File: src/rtl/uart_tx_arbiter.sv
`default_nettype none
// ============================================================================
//  Module      : uart_tx_arbiter
//  Description : Shares one byte transmitter between N byte-stream requesters.
//                Round-robin arbitration with packet lock (owner keeps the link
//                until its byte flagged last) and an optional lock timeout.
//  Revision    : 1.0 - initial release
// ============================================================================
module uart_tx_arbiter #(
    parameter int N            = 2,
    parameter int IDW          = 1,
    parameter int LOCK_TIMEOUT = 1000
) (
    input  logic             clk,
    input  logic             rst,
    input  logic [N-1:0]     req_valid_i,
    input  logic [8*N-1:0]   req_data_i,
    input  logic [N-1:0]     req_last_i,
    output logic [N-1:0]     req_ready_o,
    input  logic             output_busy_i,
    output logic             output_en_o,
    output logic [7:0]       output_data_o,
    output logic [IDW-1:0]   grant_id_o,
    output logic             locked_o
);

    localparam int              CNTW    = (LOCK_TIMEOUT > 0) ? $clog2(LOCK_TIMEOUT + 1) : 1;
    localparam logic [IDW-1:0]  LAST_ID = IDW'(N - 1);
    localparam logic [CNTW-1:0] TMO_MAX = CNTW'(LOCK_TIMEOUT);
    localparam logic [IDW:0]    N_EXT   = (IDW + 1)'(N);

    // SETTLE exists because the transmitter raises busy one cycle late.
    typedef enum logic [1:0] {
        ST_ARB    = 2'd0,
        ST_ISSUE  = 2'd1,
        ST_SETTLE = 2'd2,
        ST_DRAIN  = 2'd3
    } state_t;

    state_t          state_q;
    logic [IDW-1:0]  rr_q;
    logic [CNTW-1:0] tmo_q;
    logic [IDW-1:0]  grant_id_q;
    logic            locked_q;
    logic            out_en_q;
    logic [7:0]      out_data_q;
    logic [N-1:0]    ready_q;

    logic [7:0]      slice_data [N];
    logic [IDW-1:0]  cand_id;
    logic            cand_vld;
    logic [IDW:0]    scan_sum;
    logic [IDW-1:0]  scan_id;
    logic [IDW-1:0]  rr_cand_d;
    logic [IDW-1:0]  rr_own_d;
    logic            tmo_fire;

    // Unpack the flat data bus into one byte per requester.
    for (genvar g = 0; g < N; g++) begin : g_slice
        assign slice_data[g] = req_data_i[8*g +: 8];
    end

    // Pick the eligible requester: the lock owner only, or else the first
    // valid requester at or above the round-robin pointer (wrapping at N).
    always_comb begin
        cand_vld = 1'b0;
        cand_id  = grant_id_q;
        scan_sum = '0;
        scan_id  = '0;
        if (locked_q) begin
            cand_vld = req_valid_i[grant_id_q];
        end else begin
            // Scan downward so the lowest offset from the pointer wins last.
            for (int k = N - 1; k >= 0; k--) begin
                scan_sum = {1'b0, rr_q} + (IDW + 1)'(k);
                if (scan_sum >= N_EXT) begin
                    scan_sum = scan_sum - N_EXT;
                end
                scan_id = scan_sum[IDW-1:0];
                if (req_valid_i[scan_id]) begin
                    cand_vld = 1'b1;
                    cand_id  = scan_id;
                end
            end
        end
    end

    // Pointer successors: after the granted index and after the lock owner.
    always_comb begin
        rr_cand_d = (cand_id == LAST_ID) ? '0 : cand_id + IDW'(1);
        rr_own_d  = (grant_id_q == LAST_ID) ? '0 : grant_id_q + IDW'(1);
    end

    assign tmo_fire = (LOCK_TIMEOUT != 0) && locked_q && (tmo_q == TMO_MAX);

    // Arbitration FSM with registered handshake outputs and lock timeout.
    always_ff @(posedge clk or posedge rst) begin
        if (rst) begin
            state_q    <= ST_ARB;
            rr_q       <= '0;
            tmo_q      <= '0;
            grant_id_q <= '0;
            locked_q   <= 1'b0;
            out_en_q   <= 1'b0;
            out_data_q <= '0;
            ready_q    <= '0;
        end else begin
            case (state_q)
                ST_ARB: begin
                    if (!output_busy_i && cand_vld) begin
                        // A grant always wins over a timeout firing this cycle.
                        out_data_q <= slice_data[cand_id];
                        out_en_q   <= 1'b1;
                        ready_q    <= N'(1) << cand_id;
                        grant_id_q <= cand_id;
                        tmo_q      <= '0;
                        if (req_last_i[cand_id]) begin
                            locked_q <= 1'b0;
                            rr_q     <= rr_cand_d;
                        end else begin
                            locked_q <= 1'b1;
                        end
                        state_q <= ST_ISSUE;
                    end else if (tmo_fire) begin
                        locked_q <= 1'b0;
                        rr_q     <= rr_own_d;
                        tmo_q    <= '0;
                    end else if (!locked_q) begin
                        tmo_q <= '0;
                    end else if ((LOCK_TIMEOUT != 0) && !req_valid_i[grant_id_q]) begin
                        tmo_q <= tmo_q + CNTW'(1);
                    end
                end
                ST_ISSUE: begin
                    out_en_q <= 1'b0;
                    ready_q  <= '0;
                    state_q  <= ST_SETTLE;
                end
                ST_SETTLE: begin
                    state_q <= ST_DRAIN;
                end
                ST_DRAIN: begin
                    if (!output_busy_i) begin
                        state_q <= ST_ARB;
                    end
                end
                default: begin
                    state_q <= ST_ARB;
                end
            endcase
        end
    end

    assign req_ready_o   = ready_q;
    assign output_en_o   = out_en_q;
    assign output_data_o = out_data_q;
    assign grant_id_o    = grant_id_q;
    assign locked_o      = locked_q;

endmodule
`default_nettype wire

File: config.mk
export PLATFORM = sky130hd
export DESIGN_NAME = uart_tx_arbiter
export DESIGN_NICKNAME = d
export VERILOG_FILES = /design/src/rtl/uart_tx_arbiter.sv
export SDC_FILE = /design/constraint.sdc
export NUM_CORES = 1
export LEC_CHECK = 0
export ABC_CLOCK_PERIOD_IN_PS = 3720
export BUFFER_PORTS_ARGS = -buffer_cell sky130_fd_sc_hd__buf_2
export CORE_AREA = 2 2 56 58
export DETAILED_ROUTE_END_ITERATION = 10
export DIE_AREA = 0 0 58 60
export PLACE_DENSITY = 0.85
export SYNTH_ARGS = -nofsm -noshare
export SYNTH_HDL_FRONTEND = slang
export SYNTH_SLANG_ARGS = --single-unit
File: constraint.sdc
create_clock -name clk -period 3.72 [get_ports clk]
set_clock_uncertainty 0.05 [all_clocks]
set_input_delay 0.558 -clock clk [delete_from_list [all_inputs] [get_ports clk]]
set_output_delay 0.558 -clock clk [all_outputs]
set_load 0.005 [all_outputs]
* After elaboration in Yosys (flattened, before gate mapping)
Cells that the tools add are included.
** Storage, ports and cells
- Register bits after elaboration :: 26
- Output and inout port bits :: 13
- Logic and storage cells :: 83
** Operators by class
- Add/sub/neg operators :: 6
- Magnitude comparators :: 7
- Equality and inequality tests :: 8
- Shift-type cells :: 1
- Muxes and demuxes :: 40
- Bitwise operators :: 1
- Reduce and logical (&&, ||, !) cells :: 12
** Operators with widths (count)
- two-way mux 10 bit :: 4
- two-way mux 1 bit :: 27
- two-way mux 8 bit :: 3
- adder 10 x 1 -> 10 bit (second input constant) :: 1
- == test 10 bit (second input constant) :: 1
- AND reduction 2 bit :: 5
- less-than comparator 1 x 2 -> 1 bit (second input constant) :: 4
- one-hot mux 2 bit (4 select lines) :: 1
- two-way mux 2 bit :: 3
- == test 2 bit (second input constant) :: 2
- greater-or-equal comparator 2 bit (second input constant) :: 2
- inequality test 2 bit (second input constant) :: 2
- inequality test 4 x 3 -> 1 bit (second input constant) :: 1
- one-hot mux 2 bit (2 select lines) :: 1
- nonzero test 2 bit :: 2
- AND reduction 3 bit :: 1
- adder 1 bit (second input constant) :: 2
- adder 1 x 1 -> 2 bit (second input constant) :: 1
- == test 2 x 1 -> 1 bit (second input constant) :: 1
- greater-or-equal comparator 1 x 2 -> 1 bit (second input constant) :: 1
- logical AND 1 bit :: 2
- logical NOT 2 bit :: 1
- inequality test 2 x 1 -> 1 bit (second input constant) :: 1
- NOT 1 -> 2 bit :: 1
- other kinds (4) :: 5

* Longest topological paths before layout
Gate-level depths: netlist of the first run.
- Depth after elaboration :: 13
- Depth in mapped cells :: 9
- Depth with buffers taken out :: 6

* Least setup slack after synthesis of the first run
No wires, ideal clock.
- Path kind :: reg2reg
- Start :: register tmo_q[4]
- End :: register tmo_q[5]
- Setup time :: 0.126 ns
- Arrival :: 1.586 ns
- Data required time :: 3.544 ns
- Setup slack :: 1.958 ns
- Stages on the path, launching flop included :: 5
- Clock period less this slack :: 1.762 ns
- Cell sequence :: dfrtp_1 or3b_4 o31ai_4 o21ai_1 a221o_1
** Between the ends
- Word-level cells in the longest chain between the ends :: 5
- Elaborated cells between the ends (all ways) :: 9
- Classes of those cells :: add/sub: 1; eq/ne: 2; mux: 4; reduce/logical: 2
** RTL lines
- from (decl) :: RTL line 42 : logic [CNTW-1:0] tmo_q;
- from (signal assigned) :: RTL line 131 : tmo_q <= tmo_q + CNTW'(1);
- adder 10 x 1 -> 10 bit :: RTL line 131
- two-way mux 10 bit :: RTL line 130 : end else if ((LOCK_TIMEOUT != 0) && !req_valid_i[grant_id_q]) begin
- two-way mux 10 bit :: RTL line 128 : end else if (!locked_q) begin
- two-way mux 10 bit :: RTL line 124 : end else if (tmo_fire) begin
- two-way mux 10 bit :: RTL line 110 : if (!output_busy_i && cand_vld) begin
Parallel ways exist; a longest one is shown, timed or not. The select of a mux whose other input is x is not followed.
A chain may end at the register's enable or synchronous reset.

* Final worst setup path of the first run
- Start :: register tmo_q[4]
- End :: register tmo_q[7]
Same word-level chain as after synthesis.

==> run_results.csv, run 1 <==
group,metric,value,unit
run_status,status,"complete, no violations",
timing,drv_slew,0,
clocking,cts_resized,0,
logic_synthesis,synth.distinct_cells,46,
die,die-area,3480,um^2
pwr,power_frac_seq,40.8,%
pwr,p_clk_share,12.2,%
grt,grt_overflow,0,
grt,grtUsageTotal,21.73,%
worst_setup_path,crit_required,3900,ps
route,wire_per_inst,14.84,um
clocking,cts_sinks,26,
pwr,irDropWorstVdd,0.0003966,V
die,num_rows,20,
die,die_w,58,um
route,drc,0,
worst_setup_path,critical_path.cell_chain,"or3b_4 > o31ai_4 > o21ai_1 > a221o_1",
route,drtAntennaViolNets,0,
pwr,leakagePower,0.8365,nW
route,drtPass1Iterations,4,
logic_synthesis,netlist_instances,160,
grt,grt_pass1_vias,1326,
grt,grt_pass1_wl,5.823,mm
pwr,switchingPower,0.4831,mW
timing,post-route-period-util,59.35,%
die,fp.dieH,60,um
logic_synthesis,synth-seq-cells,26,
layout,syn_to_final_growth,14.50,%
worst_setup_path,r2r_cells,4,
pwr,power.total,1.185,mW
worst_setup_path,worstSetupEndpointType,"flip-flop",
logic_synthesis,synth_area,1579,um^2
timing,fmax,0.4529,GHz
clocking,clkTransAtPathRegs,140,ps
grt,antenna_found_initial,0,
worst_setup_path,arrival,2390,ps
layout,n_antenna_cell,0,
worst_setup_path,critPathSlowestCell,"dfrtp_1",
placement,place_hpwl,2.583,mm
layout,mostFrequentLayoutCells,"buf_2 (35), dfrtp_1 (26), nor2_1 (16)",
die,io_pins,36,
layout,final_common_cell,"buf_2",
timing,worst_slew_pin_slew,995.7,ps
worst_setup_path,critPathMaxStageDelay,480,ps
timing,fin_crit,2208,ps
die,initial_core_util,54.40,%
layout,fin_nets,226,
pwr,cellPowerDensity,655.2,nW/um^2
route,dr.first_iter.drc_count,70,
worst_setup_path,cp_max_fo,11,
layout,drive_above_1_share,27.55,%
placement,gp_congestion,0.8345,
route,via_per_inst,5.921,
logic_synthesis,syn_nets,189,
timing,slew_headroom,33.55,%
clocking,cts_tree,"done",
worst_setup_path,path_buf_inv,0,
worst_setup_path,r2r_end,"tmo_q[7]",
logic_synthesis,avgSynthCellArea,9.869,um^2
clocking,numCtsBuffers,3,
worst_setup_path,reg2reg_from,"tmo_q[4]",
grt,grt_max_degree,27,
die,core,2903,um^2
placement,io_buffer_count,35,
timing,setup_viol,0,
logic_synthesis,ys_seq_area_share,41.20,%
clocking,cts_setup_buffers,0,
worst_setup_path,path_class,"reg -> reg",
logic_synthesis,yosys_warnings,0,
route,dr_total_vias,1356,
clocking,ctsHoldBuffers,0,
worst_setup_path,startpoint_type,"flip-flop",
clocking,insertion_delay,330,ps
pwr,power_frac_comb,47.0,%
worst_hold_path,hold_class,"in -> async",
flow_run,maxCapViolCount,0,
route,drt_wl_total,3.399,mm
timing,fin_tns_setup,0,ps
pwr,swShare,40.78,%
timing,finalHoldViolCount,0,
worst_setup_path,rrSetupSlack,1510,ps
clocking,htree_levels,1,
worst_setup_path,critPathTopFamily,"compound AO/OA/AOI/OAI gates",
pwr,p_int,0.7016,mW
timing,rsz0062_at_grt,"false",
clocking,root_buffer,"clkbuf_4",
clocking,clk_path_buf_depth,2,
-- logic make-up (layout without fill, tap and decap cells) --
family          Yosys count  in the layout  share of synthesized area [%]
simple gates             48             48                          14.82
compound gates           47             47                          22.82
flops                    26             26                          41.20
mux                      17             17                          11.33
buf+inv                  16             52                          5.071
fa+ha+maj                 6              6                          4.754
-- synthesized netlist by cell type, drive strengths merged --
library cell  count  share of area (%)
or3               1               0.40
nor2             17                4.2
o22ai             1               0.40
and3              1               0.40
o32ai             1               0.55
a211oi            4                2.2
nor2b             2               0.79
a22o              2                1.3
clkinv            1               0.24
nor4              3                1.2
a21oi            10                3.2
and2              3                1.3
o21bai            1               0.48
a211o             1               0.55
ha                6                4.8
a221o             3                1.9
nand3             3               0.95
buf               5                2.5
o21ai             4                1.3
o221ai            1               0.55
dfrtp            26                 41
nand2            10                2.4
inv              10                2.4
a21o              2               0.95
nand2b            2               0.79
a2bb2oi           1               0.55
o31ai             4                2.8
or3b              1               0.71
mux2i            13                8.5
nand4             1               0.40
o2bb2ai           5                2.8
mux2              4                2.9
a221oi            1               0.55
or2               1               0.40
a21boi            2               0.95
nor3              3               0.95
a22oi             4                1.9
-- routing by layer --
metal | vias up | GRT usage, % | routed length (um)
li1 | 661 | - | -
met1 | 625 | 27.26 | 1494
met2 | 55 | 36.20 | 1616
met3 | 15 | 3.030 | 162
met4 | 0 | 11.96 | 127
met5 | - | 0 | 0
-- state kept, by name (all words and copies together), names as in the netlist --
signal	flops
tmo_q	10
output_data_o	8
req_ready_o	2
state_q	2
grant_id_o	1
locked_o	1
output_en_o	1
rr_q	1
-- how the worst max path moves through the flow --
stage / slack [ps] / end / startpoint / cells past startpoint
final: 1510 / tmo_q[7] / tmo_q[4] / 4
after global placement: 1640 / tmo_q[5] / tmo_q[4] / 4
after global routing: 1420 / tmo_q[7] / tmo_q[4] / 4
after floorplan: 1960 / tmo_q[5] / tmo_q[4] / 4
after detailed placement: 1550 / tmo_q[5] / tmo_q[4] / 4
after CTS: 1530 / tmo_q[5] / tmo_q[4] / 4
-- power by group through the flow --
stage | clock network (mW) | registers [mW] | logic [mW]
floorplan | 0 | 0.478 | 0.409
global placement | 0 | 0.480 | 0.535
detailed placement | 0 | 0.485 | 0.562
CTS | 0.153 | 0.482 | 0.563
global route | 0.165 | 0.500 | 0.624
finish | 0.145 | 0.483 | 0.556
-- through the flow --
| stage | setup WS [ps] | utilization [%] | area, um^2 | hold WS [ps] | std cells |
|---|---|---|---|---|---|
| 2_1_floorplan | 1958 | - | 1579 | 429.4 | 160 |
| 3_3_place_gp | 1642 | 61.03 | 1772 | 426.7 | 225 |
| 3_5_place_dp | 1547 | 61.03 | 1772 | 433.2 | 225 |
| 4_1_cts | 1525 | 62.28 | 1808 | 409.4 | 229 |
| 5_1_grt | 1419 | 62.28 | 1808 | 453.2 | 229 |
| 6_report | 1512 | 62.28 | 1808 | 385.2 | 229 |
-- area by class of cell --
cell class | instances | area [um^2]
flip-flops and latches | 26 | 650.6
inverters | 11 | 41.29
fillers | 237 | 1095
repair buffers | 37 | 190.2
clock buffers | 4 | 36.28
well taps | 33 | 41.29
multi-input cells | 118 | 848.3
Note: power is estimated with default switching activity, not from simulation.
==> run 2: changes to the inputs <==
ABC_AREA = 1   (was unset)
ABC_CLOCK_PERIOD_IN_PS = 1970   (was 3720)
CORE_AREA = 2 2 62 64   (was 2 2 56 58)
DIE_AREA = 0 0 64 66   (was 0 0 58 60)
PLACE_DENSITY = 0.77   (was 0.85)
clock period = 1.97 ns   (was 3.72 ns; I/O delays follow)
==> run_results.csv, run 2 <==
group,metric,value,unit
clocking,root_buffer,"clkbuf_4",
logic_synthesis,avgSynthCellArea,7.194,um^2
layout,final_area,1889,um^2
grt,grt_overflow,0,
clocking,clkTransAtPathRegs,140,ps
run_status,status,"complete, no violations",
pwr,switchingPower,0.8319,mW
pwr,leakagePower,0.9647,nW
placement,placed_cells,310,
clocking,cts_resized,0,
logic_synthesis,synth_compound_area_share,8.696,%
logic_synthesis,netlist_instances,232,
die,die_w,64,um
layout,drive_above_1_share,19.55,%
placement,placed_cell_area,1857,um^2
route,drt_wl_total,3.422,mm
pwr,power_frac_comb,46.8,%
grt,grt_pass1_vias,1466,
logic_synthesis,synth.most_common_cell,"nand2_1",
worst_setup_path,path_class,"reg -> reg",
layout,final_common_cell,"nand2_1",
timing,fin_tns_setup,0,ps
timing,slew_headroom,64.43,%
clocking,numCtsBuffers,3,
logic_synthesis,synth_flop_cell,"dfrtp_1",
timing,fin_crit,1703,ps
grt,grt_max_degree,27,
die,initial_core_util,47.00,%
logic_synthesis,synth_top_family_by_area,"simple AND/OR/NAND/NOR gates",
route,dr_total_vias,1555,
timing,finalHoldViolCount,0,
die,fp.dieH,66,um
logic_synthesis,yosysTopAreaCell,"dfrtp_1",
timing,worst_slack,266.9,ps
layout,regMostFlops,"tmo_q",
logic_synthesis,synth_enable_flop_cells,0,
pwr,irDropWorstVdd,0.0006630,V
logic_synthesis,synth_area,1669,um^2
logic_synthesis,synth.distinct_cells,21,
logic_synthesis,synth_mux_area_share,0,%
worst_setup_path,cp_max_fo,20,
die,die-area,4224,um^2
logic_synthesis,yosysTopAreaCellShare,38.98,%
timing,worst_slew_pin_slew,532.9,ps
die,io_pins,36,
worst_hold_path,hold_class,"in -> reg",
pwr,p_int,1.157,mW
clocking,htree_levels,1,
logic_synthesis,synth-simple-area-share,36.88,%
timing,rsz0062_at_grt,"false",
clocking,clk_path_buf_depth,2,
route,drc,0,
logic_synthesis,synth-seq-cells,26,
route,via_per_inst,4.952,
flow_run,maxCapViolCount,0,
clocking,cts_tree,"done",
layout,n_antenna_cell,0,
pwr,power_frac_seq,41.8,%
placement,io_buffer_count,35,
route,drtPass1Iterations,4,
route,drtAntennaViolNets,0,
layout,largest_reg_flops,10,
grt,grtUsageTotal,17.88,%
logic_synthesis,async_flop_share,100.0,%
timing,fmax,0.5872,GHz
pwr,swShare,41.83,%
route,wire_per_inst,10.90,um
layout,finish.utilization,53.21,%
clocking,insertion_delay,320,ps
logic_synthesis,ys_seq_area_share,38.98,%
route,dr.first_iter.drc_count,65,
pwr,cellPowerDensity,1053,nW/um^2
layout,fin_nets,297,
layout,instances_no_fill,314,
placement,gp_congestion,0.8031,
layout,fillCellCount,365,
grt,grt_pass1_wl,6.127,mm
clocking,cts_setup_buffers,0,
die,core,3551,um^2
clocking,cts_sinks,26,
timing,setup_viol,0,
timing,post-route-period-util,86.45,%
grt,antenna_found_initial,0,
logic_synthesis,netlist_top_cells_area,"dfrtp_1 (39%), nand2_1 (19%), inv_1 (5.8%), nand4_1 (5.2%), nand3_1 (5.1%)",
layout,mostFrequentLayoutCells,"nand2_1 (84), buf_2 (35), inv_1 (26), dfrtp_1 (26), nand3_1 (17)",
worst_setup_path,worstSetupEndpointType,"flip-flop",
placement,place_hpwl,2.610,mm
worst_setup_path,crit_required,2150,ps
logic_synthesis,synthAdderAreaFrac,4.498,%
worst_setup_path,startpoint_type,"flip-flop",
logic_synthesis,synth_common_cells,"nand2_1 (84), dfrtp_1 (26), inv_1 (26)",
logic_synthesis,synth_xor_area_share,0,%
logic_synthesis,yosys_warnings,0,
pwr,p_clk_share,11.4,%
placement,place_ws,268.9,ps
layout,syn_to_final_growth,13.19,%
worst_setup_path,arrival,1880,ps
logic_synthesis,syn_nets,261,
die,num_rows,22,
timing,drv_slew,0,
[run 2: changes by cell type in the layout (fill, tap and decap cells not counted), moves of 5 or more]
| cell | delta |
|---|---|
| o21a_1 | +8 |
| o2bb2ai_1 | -5 |
| nand3_1 | +14 |
| o21ai_0 | +8 |
| nand4_1 | +13 |
| nand2_1 | +74 |
| mux2i_1 | -12 |
| a21oi_1 | -9 |
| inv_1 | +16 |
[run 2: per-layer routing]
| metal | track usage (%) | wire length, um | vias to the layer above |
|---|---|---|---|
| met1 | 22.64 | 1545 | 706 |
| met4 | 4.891 | 26 | 0 |
| met3 | 3.578 | 192 | 4 |
| met2 | 30.99 | 1658 | 39 |
| li1 | - | - | 806 |
| met5 | 0 | 0 | - |
[run 2: per-stage QoR]
step | hold slack, ps | power (mW)
2_1_floorplan | 285.5 | 1.537
5_1_grt | 247.4 | 2.205
3_3_place_gp | 316.2 | 1.764
4_1_cts | 231.7 | 2.023
3_5_place_dp | 321.2 | 1.787
6_report | 236.8 | 1.989
[run 2: timing repair]
item	in CTS	in global routing
hold buffers	1	0
setup endpoints to repair	0	0
hold endpoints to repair	26	0
[run 2: kinds of logic after synthesis]
group           count (synthesis)
simple gates                  137
buf+inv                        38
flops                          26
compound gates                 25
fa+ha+maj                       6
[run 2: worst max-delay path, cell delays in order (launching register included)]
cell	delay (ps)
dfrtp_1	470
inv_2	100
o21ai_0	80
nand2_1	100
nand3_2	110
inv_1	430
nand3_1	140
o21a_1	140
[run 2: layout make-up]
class | instances | area (um^2) | share of cell area, %
well taps | 48 | 60.06 | 3.179
repair buffers | 39 | 207.7 | 10.99
multi-input cells | 168 | 835.8 | 44.24
flip-flops and latches | 26 | 650.6 | 34.44
clock buffers | 3 | 22.52 | 1.192
inverters | 30 | 112.6 | 5.960
[run 2: power groups by stage]
stage	combinational (mW)	clock (mW)	sequential, mW
5_1_grt	1.09	0.262	0.855
6_report	0.931	0.227	0.831
3_3_place_gp	0.926	0	0.839
2_1_floorplan	0.704	0	0.833
3_5_place_dp	0.945	0	0.841
4_1_cts	0.951	0.239	0.832
[run 2: path summary, 6_finish.rpt]
kind	startpoint	to	slack (ps)	cells after the start
worst min register to register	output_data_o[6]	output_data_o[6]	460	1
min in group asynchronous	rst	output_data_o[3]	500	4
worst max-delay path	locked_o	output_data_o[2]	270	7
max in group asynchronous	rst	locked_o	1130	4
worst min-delay path	req_data_i[4]	output_data_o[4]	240	4
worst max register to register	locked_o	output_data_o[2]	270	7
==> run 3: changes to the inputs <==
PLACE_DENSITY = 0.78   (was 0.77)
==> run_results.csv, run 3 (synthesis results as in run 2) <==
group,metric,value,unit
clocking,cts_tree,"done",
die,num_rows,22,
die,initial_core_util,47.00,%
pwr,power_frac_seq,40.1,%
pwr,power_frac_comb,46.7,%
layout,instances_no_fill,315,
layout,fillCellCount,367,
pwr,p_clk_share,13.2,%
worst_setup_path,arrival,1890,ps
timing,drv_slew,0,
die,die-area,4224,um^2
timing,finalHoldViolCount,0,
placement,place_ws,248.4,ps
pwr,leakagePower,0.9719,nW
clocking,htree_levels,1,
grt,antenna_found_initial,0,
worst_setup_path,critPathSlowestCell,"dfrtp_1",
route,drtPass1Iterations,4,
worst_setup_path,crit_top_cell,"nand2_1",
grt,grt_max_degree,27,
worst_setup_path,critPathMaxStageDelay,480,ps
worst_setup_path,startpoint_type,"flip-flop",
clocking,numCtsBuffers,3,
route,drt_wl_total,3.382,mm
worst_setup_path,cp_max_fo,20,
timing,rsz0062_at_grt,"false",
route,dr_total_vias,1530,
worst_setup_path,crit_required,2150,ps
timing,worst_slew_pin_slew,549.3,ps
route,drc,0,
pwr,irDropWorstVdd,0.0006451,V
worst_hold_path,hold_end,"output_data_o[0]",
timing,worst_slack,250.5,ps
clocking,clkTransAtPathRegs,140,ps
placement,placed_cell_area,1857,um^2
layout,fin_nets,297,
timing,slew_headroom,63.34,%
worst_setup_path,critical_path.cell_chain,"inv_2 > nand2_1 > nand2_1 > nand2_1 > nand3_2 > inv_1 > nand3_1 > o21a_1",
layout,mostFrequentLayoutCells,"nand2_1 (84), buf_2 (35), inv_1 (26), dfrtp_1 (26), nand3_1 (17)",
worst_hold_path,hold-path-cell-count,4,
route,dr.first_iter.drc_count,52,
placement,placed_cells,310,
layout,n_antenna_cell,0,
route,wire_per_inst,10.74,um
die,core,3551,um^2
timing,fmax,0.5816,GHz
worst_setup_path,r2r_cells,8,
placement,io_buffer_count,35,
clocking,root_buffer,"clkbuf_4",
timing,fin_tns_setup,0,ps
layout,seqCellArea,650.6,um^2
layout,regMostFlops,"tmo_q",
layout,final_area,1903,um^2
pwr,switchingPower,0.8481,mW
timing,setup_viol,0,
grt,grtUsageTotal,17.02,%
flow_run,maxCapViolCount,0,
layout,largest_reg_flops,10,
grt,grt_overflow,0,
worst_setup_path,r2r_end,"output_data_o[7]",
worst_setup_path,reg2reg_from,"grant_id_o",
clocking,insertion_delay,320,ps
grt,grt_pass1_wl,5.740,mm
worst_setup_path,path_buf_inv,2,
die,fp.dieH,66,um
worst_hold_path,hold_class,"in -> reg",
layout,multi_input_area,835.8,um^2
timing,fin_crit,1719,ps
route,drtAntennaViolNets,0,
layout,syn_to_final_growth,14.02,%
placement,place_hpwl,2.501,mm
layout,final_common_cell,"nand2_1",
pwr,p_int,1.199,mW
die,io_pins,36,
grt,grt_pass1_vias,1406,
layout,finish.utilization,53.59,%
run_status,status,"complete, no violations",
clocking,cts_sinks,26,
clocking,clk_path_buf_depth,2,
worst_setup_path,worstSetupEndpointType,"flip-flop",
pwr,swShare,41.43,%
timing,post-route-period-util,87.28,%
layout,drive_above_1_share,19.85,%
worst_setup_path,path_class,"reg -> reg",
die,die_w,64,um
clocking,cts_setup_buffers,0,
pwr,cellPowerDensity,1076,nW/um^2
placement,gp_congestion,0.7931,
route,via_per_inst,4.857,
worst_setup_path,critPathTopFamily,"buffers and inverters",
worst_hold_path,worstHoldStart,"req_data_i[8]",
worst_setup_path,rrSetupSlack,250,ps
[run 3: cell count changes in the layout (fill, tap and decap cells not counted)]
cell,change
clkbuf_8,+1
[run 3: through the flow]
step / total power [mW] / hold slack [ps]
6_report: 2.047 / 240.0
2_1_floorplan: 1.537 / 285.5
3_3_place_gp: 1.767 / 317.5
3_5_place_dp: 1.801 / 320.0
5_1_grt: 2.257 / 231.6
4_1_cts: 2.078 / 232.5
[run 3: how the worst max path moves through the flow]
stage / startpoint / end / slack (ps) / cells after the start
floorplan: tmo_q[0] / tmo_q[2] / 510 / 10
global placement: grant_id_o / output_data_o[6] / 330 / 8
detailed placement: grant_id_o / output_data_o[2] / 250 / 8
CTS: grant_id_o / output_data_o[2] / 230 / 8
global route: grant_id_o / output_data_o[7] / 60 / 8
finish: grant_id_o / output_data_o[7] / 250 / 8
[run 3: metal layers]
layer  GRT usage (%)  vias up  share of wire (%)
met1           20.41      684                 47
met3           3.066        2                4.8
met2           31.38       34                 48
met4           4.076        0               0.35
met5               0        -                  0
li1                -      810                  -
[run 3: worst min-delay path, stage by stage]
cell and delay, ps:
buf_2 70, nand2_1 40, nand3_1 70, o21a_1 110
[run 3: power groups by stage]
stage	sequential (mW)	combinational [mW]	clock, mW
after floorplan	0.833	0.704	0
after global placement	0.828	0.939	0
after detailed placement	0.832	0.968	0
after CTS	0.821	0.975	0.283
after global routing	0.850	1.09	0.315
final	0.821	0.955	0.271
[run 3: cell type report]
cell class / count / share of cell area [%]
clock buffers: 4 / 1.907
well taps: 48 / 3.156
flip-flops and latches: 26 / 34.19
repair buffers: 39 / 10.91
multi-input cells: 168 / 43.92
inverters: 30 / 5.917
[run 3: repair_timing]
item | CTS | global route
hold buffers | 1 | 0
hold endpoints to repair | 26 | 0
endpoints found under the setup margin | 0 | 0
resized for setup | 0 | 0
